File: src/rtl/word_shift_add_mul.sv
// Multi-cycle 16x16 unsigned shift-and-add multiplier built around a 16-bit word CLA.
// Optional zero-operand early termination: define MUL_EARLY_TERM_EN.
module word_shift_add_mul #(
   parameter int unsigned WIDTH = 16,
   parameter int unsigned CNT_W = 5
) (
   input  logic                 clk,
   input  logic                 rst_n,
   input  logic                 start,
   input  logic [WIDTH-1:0]     a,
   input  logic [WIDTH-1:0]     b,
   output logic                 ready,
   output logic                 done,
   output logic [2*WIDTH-1:0]   product,
   output logic                 ovf
);

   typedef enum logic [1:0] {
      StIdle,
      StRun,
      StDone
   } state_e;

   state_e               state_q, state_d;
   logic [WIDTH-1:0]     a_q, a_d;
   logic [2*WIDTH-1:0]   p_q, p_d;
   logic [CNT_W-1:0]     cnt_q, cnt_d;
   logic [2*WIDTH-1:0]   product_q, product_d;
   logic                 ovf_q, ovf_d;
   logic                 done_q, done_d;

   // Word CLA: four 4-bit groups with a second lookahead level across groups.
   logic [15:0] cla_x, cla_y, cla_g, cla_p, cla_c, cla_sum;
   logic [3:0]  grp_g, grp_p;
   logic [4:0]  grp_c;
   logic        cla_cin, cla_cout;

   assign cla_x   = p_q[2*WIDTH-1:WIDTH];
   assign cla_y   = a_q;
   assign cla_cin = 1'b0;

   always_comb begin
      cla_g = cla_x & cla_y;
      cla_p = cla_x ^ cla_y;
      for (int k = 0; k < 4; k++) begin
         grp_g[k] = cla_g[4*k+3]
                  | (cla_p[4*k+3] & cla_g[4*k+2])
                  | (cla_p[4*k+3] & cla_p[4*k+2] & cla_g[4*k+1])
                  | (cla_p[4*k+3] & cla_p[4*k+2] & cla_p[4*k+1] & cla_g[4*k]);
         grp_p[k] = &cla_p[4*k +: 4];
      end
      grp_c[0] = cla_cin;
      grp_c[1] = grp_g[0] | (grp_p[0] & cla_cin);
      grp_c[2] = grp_g[1] | (grp_p[1] & grp_g[0]) | (grp_p[1] & grp_p[0] & cla_cin);
      grp_c[3] = grp_g[2] | (grp_p[2] & grp_g[1]) | (grp_p[2] & grp_p[1] & grp_g[0])
               | (grp_p[2] & grp_p[1] & grp_p[0] & cla_cin);
      grp_c[4] = grp_g[3] | (grp_p[3] & grp_g[2]) | (grp_p[3] & grp_p[2] & grp_g[1])
               | (grp_p[3] & grp_p[2] & grp_p[1] & grp_g[0])
               | (grp_p[3] & grp_p[2] & grp_p[1] & grp_p[0] & cla_cin);
      for (int k = 0; k < 4; k++) begin
         cla_c[4*k]   = grp_c[k];
         cla_c[4*k+1] = cla_g[4*k] | (cla_p[4*k] & grp_c[k]);
         cla_c[4*k+2] = cla_g[4*k+1] | (cla_p[4*k+1] & cla_g[4*k])
                      | (cla_p[4*k+1] & cla_p[4*k] & grp_c[k]);
         cla_c[4*k+3] = cla_g[4*k+2] | (cla_p[4*k+2] & cla_g[4*k+1])
                      | (cla_p[4*k+2] & cla_p[4*k+1] & cla_g[4*k])
                      | (cla_p[4*k+2] & cla_p[4*k+1] & cla_p[4*k] & grp_c[k]);
      end
      cla_sum  = cla_p ^ cla_c;
      cla_cout = grp_c[4];
   end

   // One shift-and-add step: the CLA carry-out becomes the new accumulator MSB.
   logic [2*WIDTH-1:0] p_iter;
   assign p_iter = p_q[0] ? {cla_cout, cla_sum, p_q[WIDTH-1:1]}
                          : {1'b0, p_q[2*WIDTH-1:WIDTH], p_q[WIDTH-1:1]};

   logic early_term;
`ifdef MUL_EARLY_TERM_EN
   assign early_term = (a == '0) || (b == '0);
`else
   assign early_term = 1'b0;
`endif

   always_comb begin
      state_d   = state_q;
      a_d       = a_q;
      p_d       = p_q;
      cnt_d     = cnt_q;
      product_d = product_q;
      ovf_d     = ovf_q;
      done_d    = 1'b0;
      unique case (state_q)
         StIdle: begin
            if (start) begin
               if (early_term) begin
                  product_d = '0;
                  ovf_d     = 1'b0;
                  done_d    = 1'b1;
                  state_d   = StDone;
               end else begin
                  a_d     = a;
                  p_d     = {{WIDTH{1'b0}}, b};
                  cnt_d   = '0;
                  state_d = StRun;
               end
            end
         end
         StRun: begin
            p_d   = p_iter;
            cnt_d = cnt_q + 1'b1;
            if (cnt_q == CNT_W'(WIDTH - 1)) begin
               product_d = p_iter;
               ovf_d     = |p_iter[2*WIDTH-1:WIDTH];
               done_d    = 1'b1;
               state_d   = StDone;
            end
         end
         StDone: begin
            state_d = StIdle;
         end
         default: begin
            state_d = StIdle;
         end
      endcase
   end

   always_ff @(posedge clk) begin
      if (!rst_n) begin
         state_q   <= StIdle;
         a_q       <= '0;
         p_q       <= '0;
         cnt_q     <= '0;
         product_q <= '0;
         ovf_q     <= 1'b0;
         done_q    <= 1'b0;
      end else begin
         state_q   <= state_d;
         a_q       <= a_d;
         p_q       <= p_d;
         cnt_q     <= cnt_d;
         product_q <= product_d;
         ovf_q     <= ovf_d;
         done_q    <= done_d;
      end
   end

   assign ready   = (state_q == StIdle);
   assign done    = done_q;
   assign product = product_q;
   assign ovf     = ovf_q;

endmodule

File: config.mk
export PLATFORM = sky130hd
export DESIGN_NAME = word_shift_add_mul
export DESIGN_NICKNAME = d
export VERILOG_FILES = /design/src/rtl/word_shift_add_mul.sv
export SDC_FILE = /design/constraint.sdc
export NUM_CORES = 1
export LEC_CHECK = 0
export CORE_MARGIN = 2
export CORE_UTILIZATION = 57
export CTS_CLUSTER_DIAMETER = 120
export DETAILED_ROUTE_END_ITERATION = 16
export PLACE_DENSITY = 0.85
export SYNTH_ARGS = -nofsm -noshare
export SYNTH_HDL_FRONTEND = slang
export SYNTH_SLANG_ARGS = --single-unit
File: constraint.sdc
create_clock -name clk -period 5.2 [get_ports clk]
set_input_delay 1.56 -clock clk [delete_from_list [all_inputs] [get_ports clk]]
set_output_delay 1.56 -clock clk [all_outputs]
set_load 0.01 [all_outputs]
==> results of run 1 <==
-- layout by cell type (no fill, tap or decap), types with 4 or more instances in the layout --
master | netlist | final
nor3_1 | 6 | 6
a31oi_1 | 11 | 11
ha_1 | 18 | 18
xnor2_1 | 8 | 8
nand3_1 | 16 | 16
fa_1 | 4 | 4
dfxtp_1 | 89 | 89
mux2_2 | 4 | 4
a311oi_1 | 15 | 15
buf_4 | 0 | 4
a211oi_1 | 7 | 7
o21a_1 | 4 | 4
inv_1 | 9 | 9
clkdlybuf4s50_1 | 0 | 69
nand2_1 | 110 | 110
mux2i_1 | 5 | 5
nor2_1 | 72 | 72
a21oi_1 | 55 | 55
clkbuf_8 | 3 | 9
o21ai_0 | 9 | 9
-- state kept, by name (all words and copies together) (netlist names) --
signal	flops
state_q	2
ovf	1
p_q	32
a_q	16
product	32
done	1
cnt_q	5
-- critical path: cells and delay by family (launching register included) --
kind	cells	cell delay, ns
AOI/OAI and AO/OA	5	1.16
DFF	1	0.42
adders and majority gates	2	0.67
and+or+nand+nor	6	1.01
xor gates and xnor gates	1	0.16
-- layer usage --
layer  vias up  share of wire  global-route usage
met5         -              0                   0
met4         0          0.025               0.117
met3        26          0.072              0.0480
met2       178           0.47               0.418
met1      1779           0.44               0.338
li1       1853              -                   -
-- through the flow --
| step | util | hold slack, ns | setup slack, ns | instances | area (sq um) |
|---|---|---|---|---|---|
| after floorplan | - | 0.414 | 2.17 | 514 | 4160 |
| after global placement | 0.675 | 0.436 | 1.57 | 650 | 4840 |
| after detailed placement | 0.675 | 0.434 | 1.48 | 650 | 4840 |
| after CTS | 0.700 | 0.453 | 1.73 | 666 | 5020 |
| after global routing | 0.700 | 0.483 | 1.49 | 666 | 5020 |
| final | 0.700 | 0.459 | 1.64 | 666 | 5020 |
-- power groups by stage --
stage	combinational (W)	clock (W)	sequential, W
floorplan	0.000108	0	0.000733
global placement	0.000145	0	0.000743
detailed placement	0.000149	0	0.000745
CTS	0.000150	0.000446	0.000729
global route	0.000168	0.000476	0.000733
finish	0.000152	0.000436	0.000729
-- final cells by class --
type | instances | area share
Tap cell | 99 | 0.0247
Sequential cell | 89 | 0.355
Clock inverter | 7 | 0.0110
Clock buffer | 9 | 0.0247
Inverter | 10 | 0.00748
Timing Repair Buffer | 73 | 0.144
Multi-Input combinational cell | 379 | 0.434
-- worst paths after layout --
check / start / to / slack (ns) / depth (start not counted)
worst max-delay path: p_q[24]$_SDFFE_PN0P_ / ovf$_SDFFE_PN0P_ / 1.64 / 14
worst min-delay path: product[7]$_SDFFE_PN0P_ / product[7]$_SDFFE_PN0P_ / 0.46 / 2
worst max register to register: p_q[24]$_SDFFE_PN0P_ / ovf$_SDFFE_PN0P_ / 1.64 / 14
worst min register to register: product[7]$_SDFFE_PN0P_ / product[7]$_SDFFE_PN0P_ / 0.46 / 2
-- kinds of logic after synthesis --
kind of cell,after synthesis
buf+inv,46
xor+xnor,9
flops,89
mux,9
fa+ha+maj,22
simple gates,222
compound gates,117
==> qor.yml, run 1 <==
status:
  status: "complete, no violations"
placed_design:
  port-buffer-count: 69
  post-dp-hpwl_mm: 6.66
  routabilityCongestion: 0.916
floorplan:
  die_area_sq_um: 8000
  ios: 70
  row_count: 31
  die_w_um: 89.4
  coreArea_sq_um: 7180
  initial_core_util: 0.580
  die_y_um: 89.4
logic_synthesis:
  dominantRegCellSynth: "dfxtp_1"
  yosys.area.top_type: "dfxtp_1"
  synth-adder-area-share: 0.0734
  synth.most_common_cell: "nand2_1"
  synthesis.area_sq_um: 4160
  synth_edf_count: 0
  synth_top_family_by_area: "simple AND/OR/NAND/NOR gates"
  ys_seq_elements: 89
  ys_types: 47
  syn-num-nets: 571
  yosys_warnings: 0
  synth.top_cell.area_share: 0.428
  yosys.area_share.simple: 0.224
  synth_cells: 514
  synth_xor_area_frac: 0.0190
  synth_compound_area_frac: 0.184
  synthTopCellsByArea: "dfxtp_1, nand2_1, a21oi_1"
  synthMuxAreaShare: 0.0229
  seq_area_frac_synth: 0.428
  synthTopCellsByCount: "nand2_1, dfxtp_1, nor2_1"
  postSynth.asyncResetShare: 0
  postSynthAreaPerCell_sq_um: 8.09
global_route:
  track_usage: 0.259
  grt_pass1_wl_mm: 16.3
  grt_max_degree: 64
  grt_pass1_vias: 3594
  antenna_found_initial: 0
  gr-total-overflow: 0
power_and_ir_drop:
  power.switching_w: 0.000369
  switching_share: 0.280
  seq_power_share: 0.553
  power_density_nw_per_um2: 262
  p_int_w: 0.000948
  peakVddDrop_mv: 0.160
  p_comb_frac: 0.115
  p_leak_nw: 1.88
  clkPwrFrac: 0.331
  total_power_w: 0.00132
cells_and_area:
  drive_gt1_frac: 0.0670
  multi_input_area_sq_um: 2180
  n_fill_cell: 584
  syn_to_final_growth_pct: 20.7
  antennaDiodeCount: 0
  seq_area_sq_um: 1780
  nNetsFinal: 619
cts:
  clk-insertion-delay-late_ns: 0.36
  cts_tree: "built"
  numCtsBuffers: 9
  postCtsSetupBuffers: 0
  htreeDepth: 3
  cts-root-buf: "clkbuf_8"
  clock_sinks: 89
  ctsLongestPathBuffers: 2
  ctsResizeCount: 0
  cts_hold_buf: 0
  clk_pin_slew_ns: 0.10
critical_path:
  crit_type: "flip-flop to flip-flop"
  required_ns: 5.43
  cp_cell_sequence: "ha_1 > and2_4 > a221o_2 > a31oi_1 > o21ai_0 > fa_1 > xnor2_1 > nand2_1 > o21ai_0 > nand4_1 > nor3_1 > nand3_1 > nor4b_2 > a21oi_1"
  cp.arrival_ns: 3.79
  critPathLaunchType: "flip-flop"
  endpoint_kind: "flip-flop"
  crit_fanout: 4
  crit_top_cell: "o21ai_0"
  cpPeakStageDelay_ns: 0.42
  cpMaxStageDelayCell: "dfxtp_1"
detailed_routing:
  drc: 0
  ant_nets: 0
  vias_per_cell: 5.76
  vias: 3836
  dr.pass1.iters: 5
  routedWlPerCell_um: 14.8
  drt-total-wl_mm: 9.84
  drtIter0Drc: 349
sta:
  final.period_utilization: 0.685
  max_freq_ghz: 0.281
  relSlewSlack: 0.186
  setup_tns_ns: 0
  hold_viol: 0
  finalCriticalPeriod_ns: 3.56
  setup_viol: 0
  finClkSkew_ns: 0.0124
  slew_viol_final: 0
  worst_pin_slew_ns: 1.22
  rsz0062_at_grt: "false"
min_path:
  min_path_type: "flip-flop to flip-flop"
run:
  cap_violations: 0
No activity file was read; power rests on OpenSTA's default activity.
==> inputs of run 2 (changes only) <==
--- a/config.mk
+++ b/config.mk
@@ -6,10 +6,10 @@
 export NUM_CORES = 1
 export LEC_CHECK = 0
 export CORE_MARGIN = 2
-export CORE_UTILIZATION = 57
+export CORE_UTILIZATION = 53
 export CTS_CLUSTER_DIAMETER = 120
 export DETAILED_ROUTE_END_ITERATION = 16
-export PLACE_DENSITY = 0.85
+export PLACE_DENSITY = 0.8
 export SYNTH_ARGS = -nofsm -noshare
 export SYNTH_HDL_FRONTEND = slang
 export SYNTH_SLANG_ARGS = --single-unit
==> constraint.sdc (replaced) <==
create_clock -name clk -period 3.4 [get_ports clk]
set_input_delay 1.02 -clock clk [delete_from_list [all_inputs] [get_ports clk]]
set_output_delay 1.02 -clock clk [all_outputs]
set_load 0.01 [all_outputs]
==> run 2 against run 1 <==
Net effect:
- combinational power rose by 66%
- non-clock buffer count rose by 9
- clock skew grew 0.0041 ns
- sequential power up 52%
- critical path depth unchanged
- final cell count is 1.8% higher
- maximum frequency grew 7.4%
- global-route usage is 2.1 points lower
- die area grew 7.2%
- critical path type unchanged
- largest power group unchanged
==> qor.yml, run 2 (synthesis gave the netlist of run 1 again) <==
status:
  status: "complete, no violations"
placed_design:
  routabilityCongestion: 0.934  # +1.9%
  post-dp-hpwl_mm: 6.89  # +3.4%
  place_area_sq_um: 4910  # +1.5%
  placed_cells: 659  # +1.4%
  port-buffer-count: 69  # unchanged
detailed_routing:
  routedWlPerCell_um: 15.1  # +2.3%
  drt-total-wl_mm: 10.2  # +4.1%
  drc: 0  # unchanged
  dr.pass1.iters: 5  # unchanged
  ant_nets: 0  # unchanged
  drtIter0Drc: 251  # -28%
  vias_per_cell: 5.62  # -2.5%
  vias: 3808  # -0.73%
cts:
  cts_tree: "built"
  clk-insertion-delay-late_ns: 0.37  # about the same
  cts-root-buf: "clkbuf_8"
  htreeDepth: 3  # unchanged
  clock_sinks: 89  # unchanged
  numCtsBuffers: 9  # unchanged
  ctsLongestPathBuffers: 2  # unchanged
  clk_pin_slew_ns: 0.10  # about the same
cells_and_area:
  instances_no_fill: 678  # +1.8%
  seq_area_sq_um: 1790  # +0.49%
  postLayoutCellArea_sq_um: 5250  # +4.6%
  postLayoutCoreUtil: 0.687  # -0.0129
  antennaDiodeCount: 0  # unchanged
  multi_input_area_sq_um: 2250  # +3.2%
  final_cell_mix: "nand2_1, dfxtp_1, nor2_1"
  drive_gt1_frac: 0.108  # +0.0406
  syn_to_final_growth_pct: 26.3
  n_fill_cell: 632  # +8.2%
  final_common_cell: "nand2_1"
  nNetsFinal: 628  # +1.5%
global_route:
  use_met2: 0.393  # -0.0252
  track_usage: 0.238  # -0.0209
  top_usage_layer: "met2"
  grt_max_degree: 64  # unchanged
  use_met1: 0.313  # -0.0244
  use_met3: 0.0407  # -0.00733
  grt_pass1_wl_mm: 16.4  # +0.72%
  grt_pass1_vias: 3489  # -2.9%
  gr-total-overflow: 0  # unchanged
  antenna_found_initial: 0  # unchanged
critical_path:
  cp.arrival_ns: 3.56  # -0.23 ns
  crit_fanout: 5  # +1
  crit_type: "flip-flop to flip-flop"
  r2r-start: "a_q[5]$_SDFFE_PN0P_"
  critPathLaunch: "a_q[5]$_SDFFE_PN0P_"
  required_ns: 3.65  # -1.78 ns
  critPathLaunchType: "flip-flop"
  endpoint_kind: "flip-flop"
sta:
  relSlewSlack: 0.222  # +0.0353
  hold_ws_ns: 0.445  # -0.0134 ns
  setup_viol: 0  # unchanged
  worst_pin_slew_ns: 1.17  # -0.0530 ns
  final.period_utilization: 0.975  # +0.290
  hold_viol: 0  # unchanged
  finClkSkew_ns: 0.0165  # +0.00412 ns
  slew_viol_final: 0  # unchanged
  max_freq_ghz: 0.302  # +7.4%
  finalCriticalPeriod_ns: 3.32  # -0.247 ns
floorplan:
  die_area_sq_um: 8570  # +7.2%
  ios: 70  # unchanged
  initial_core_util: 0.544  # -0.0358
  die_y_um: 92.6  # +3.5%
  die_w_um: 92.6  # +3.5%
  coreArea_sq_um: 7650  # +6.6%
  row_count: 32  # +3.2%
power_and_ir_drop:
  switching_share: 0.268  # -0.0124
  p_comb_frac: 0.114  # about the same
  power.switching_w: 0.000592  # +60%
  clkPwrFrac: 0.382  # +0.051
  power_density_nw_per_um2: 421  # +60%
  seq_power_share: 0.504  # -0.049
  peakVddDrop_mv: 0.261  # +63%
  p_int_w: 0.00162  # +71%
  total_power_w: 0.00221  # +68%
  p_leak_nw: 1.96  # +3.9%
min_path:
  hold_start: "cnt_q[3]$_SDFFE_PN0P_"
  min_path_type: "flip-flop to flip-flop"
run:
  cap_violations: 0  # unchanged
[run 2: cell count changes in the layout (fill, tap and decap cells not counted), moves of 2 or more]
| cell | previous run | this run |
|---|---|---|
| buf_4 | 4 | 11 |
| ha_4 | 0 | 3 |
| o21ai_2 | 0 | 2 |
| bufinv_16 | 0 | 2 |
| dfxtp_1 | 89 | 82 |
| dfxtp_2 | 0 | 7 |
| clkinv_2 | 2 | 0 |
| buf_12 | 0 | 2 |
| ha_1 | 18 | 15 |
| o21ai_0 | 9 | 6 |
[run 2: worst max-delay path, stage by stage, from the launching register on]
cell and delay (ns):
dfxtp_2 0.34, ha_4 0.25, and2_4 0.17, a221o_1 0.35, a31oi_4 0.23, buf_4 0.18
o21bai_1 0.08, fa_1 0.44, mux2_2 0.31, nor2_1 0.11, nand3_1 0.10, nor3_2 0.17
nand3_1 0.10, nor4b_2 0.27, a21oi_1 0.10
[run 2: layout make-up]
class | count | share of cell area
Clock buffer | 9 | 0.0236
Clock inverter | 7 | 0.0214
Inverter | 10 | 0.00715
Multi-Input combinational cell | 379 | 0.428
Sequential cell | 89 | 0.341
Tap cell | 102 | 0.0243
Timing Repair Buffer | 82 | 0.155
[run 2: repair_timing]
item	in CTS	in global routing
resized for setup	0	19
hold buffers	0	0
setup endpoints to repair	0	1
buffers inserted	0	3
[run 2: final timing paths]
path / to / slack (ns) / depth (start not counted)
max: ovf$_SDFFE_PN0P_ / 0.08 / 14
min: cnt_q[3]$_SDFFE_PN0P_ / 0.45 / 1
max reg2reg: ovf$_SDFFE_PN0P_ / 0.08 / 14
min reg2reg: cnt_q[3]$_SDFFE_PN0P_ / 0.45 / 1
[run 2: per-layer routing]
layer,wire length (um),up-vias
li1,-,1877
met1,4430,1760
met2,4930,146
met3,651,25
met4,229,0
met5,0,-
[run 2: power by group through the flow]
stage / registers (W) / logic [W] / clock network (W)
after floorplan: 0.00112 / 0.000165 / 0
after global placement: 0.00113 / 0.000236 / 0
after detailed placement: 0.00113 / 0.000242 / 0
after CTS: 0.00111 / 0.000244 / 0.000848
after global routing: 0.00112 / 0.000277 / 0.000899
final: 0.00111 / 0.000252 / 0.000845
[run 2: metrics by stage]
step	setup TNS (ns)	worst slack (ns)
6_report	0	0.0839
5_1_grt	-0.0548	-0.0548
4_1_cts	0	0.0108
3_5_place_dp	0	0.0226
3_3_place_gp	0	0.125
2_1_floorplan	0	0.367
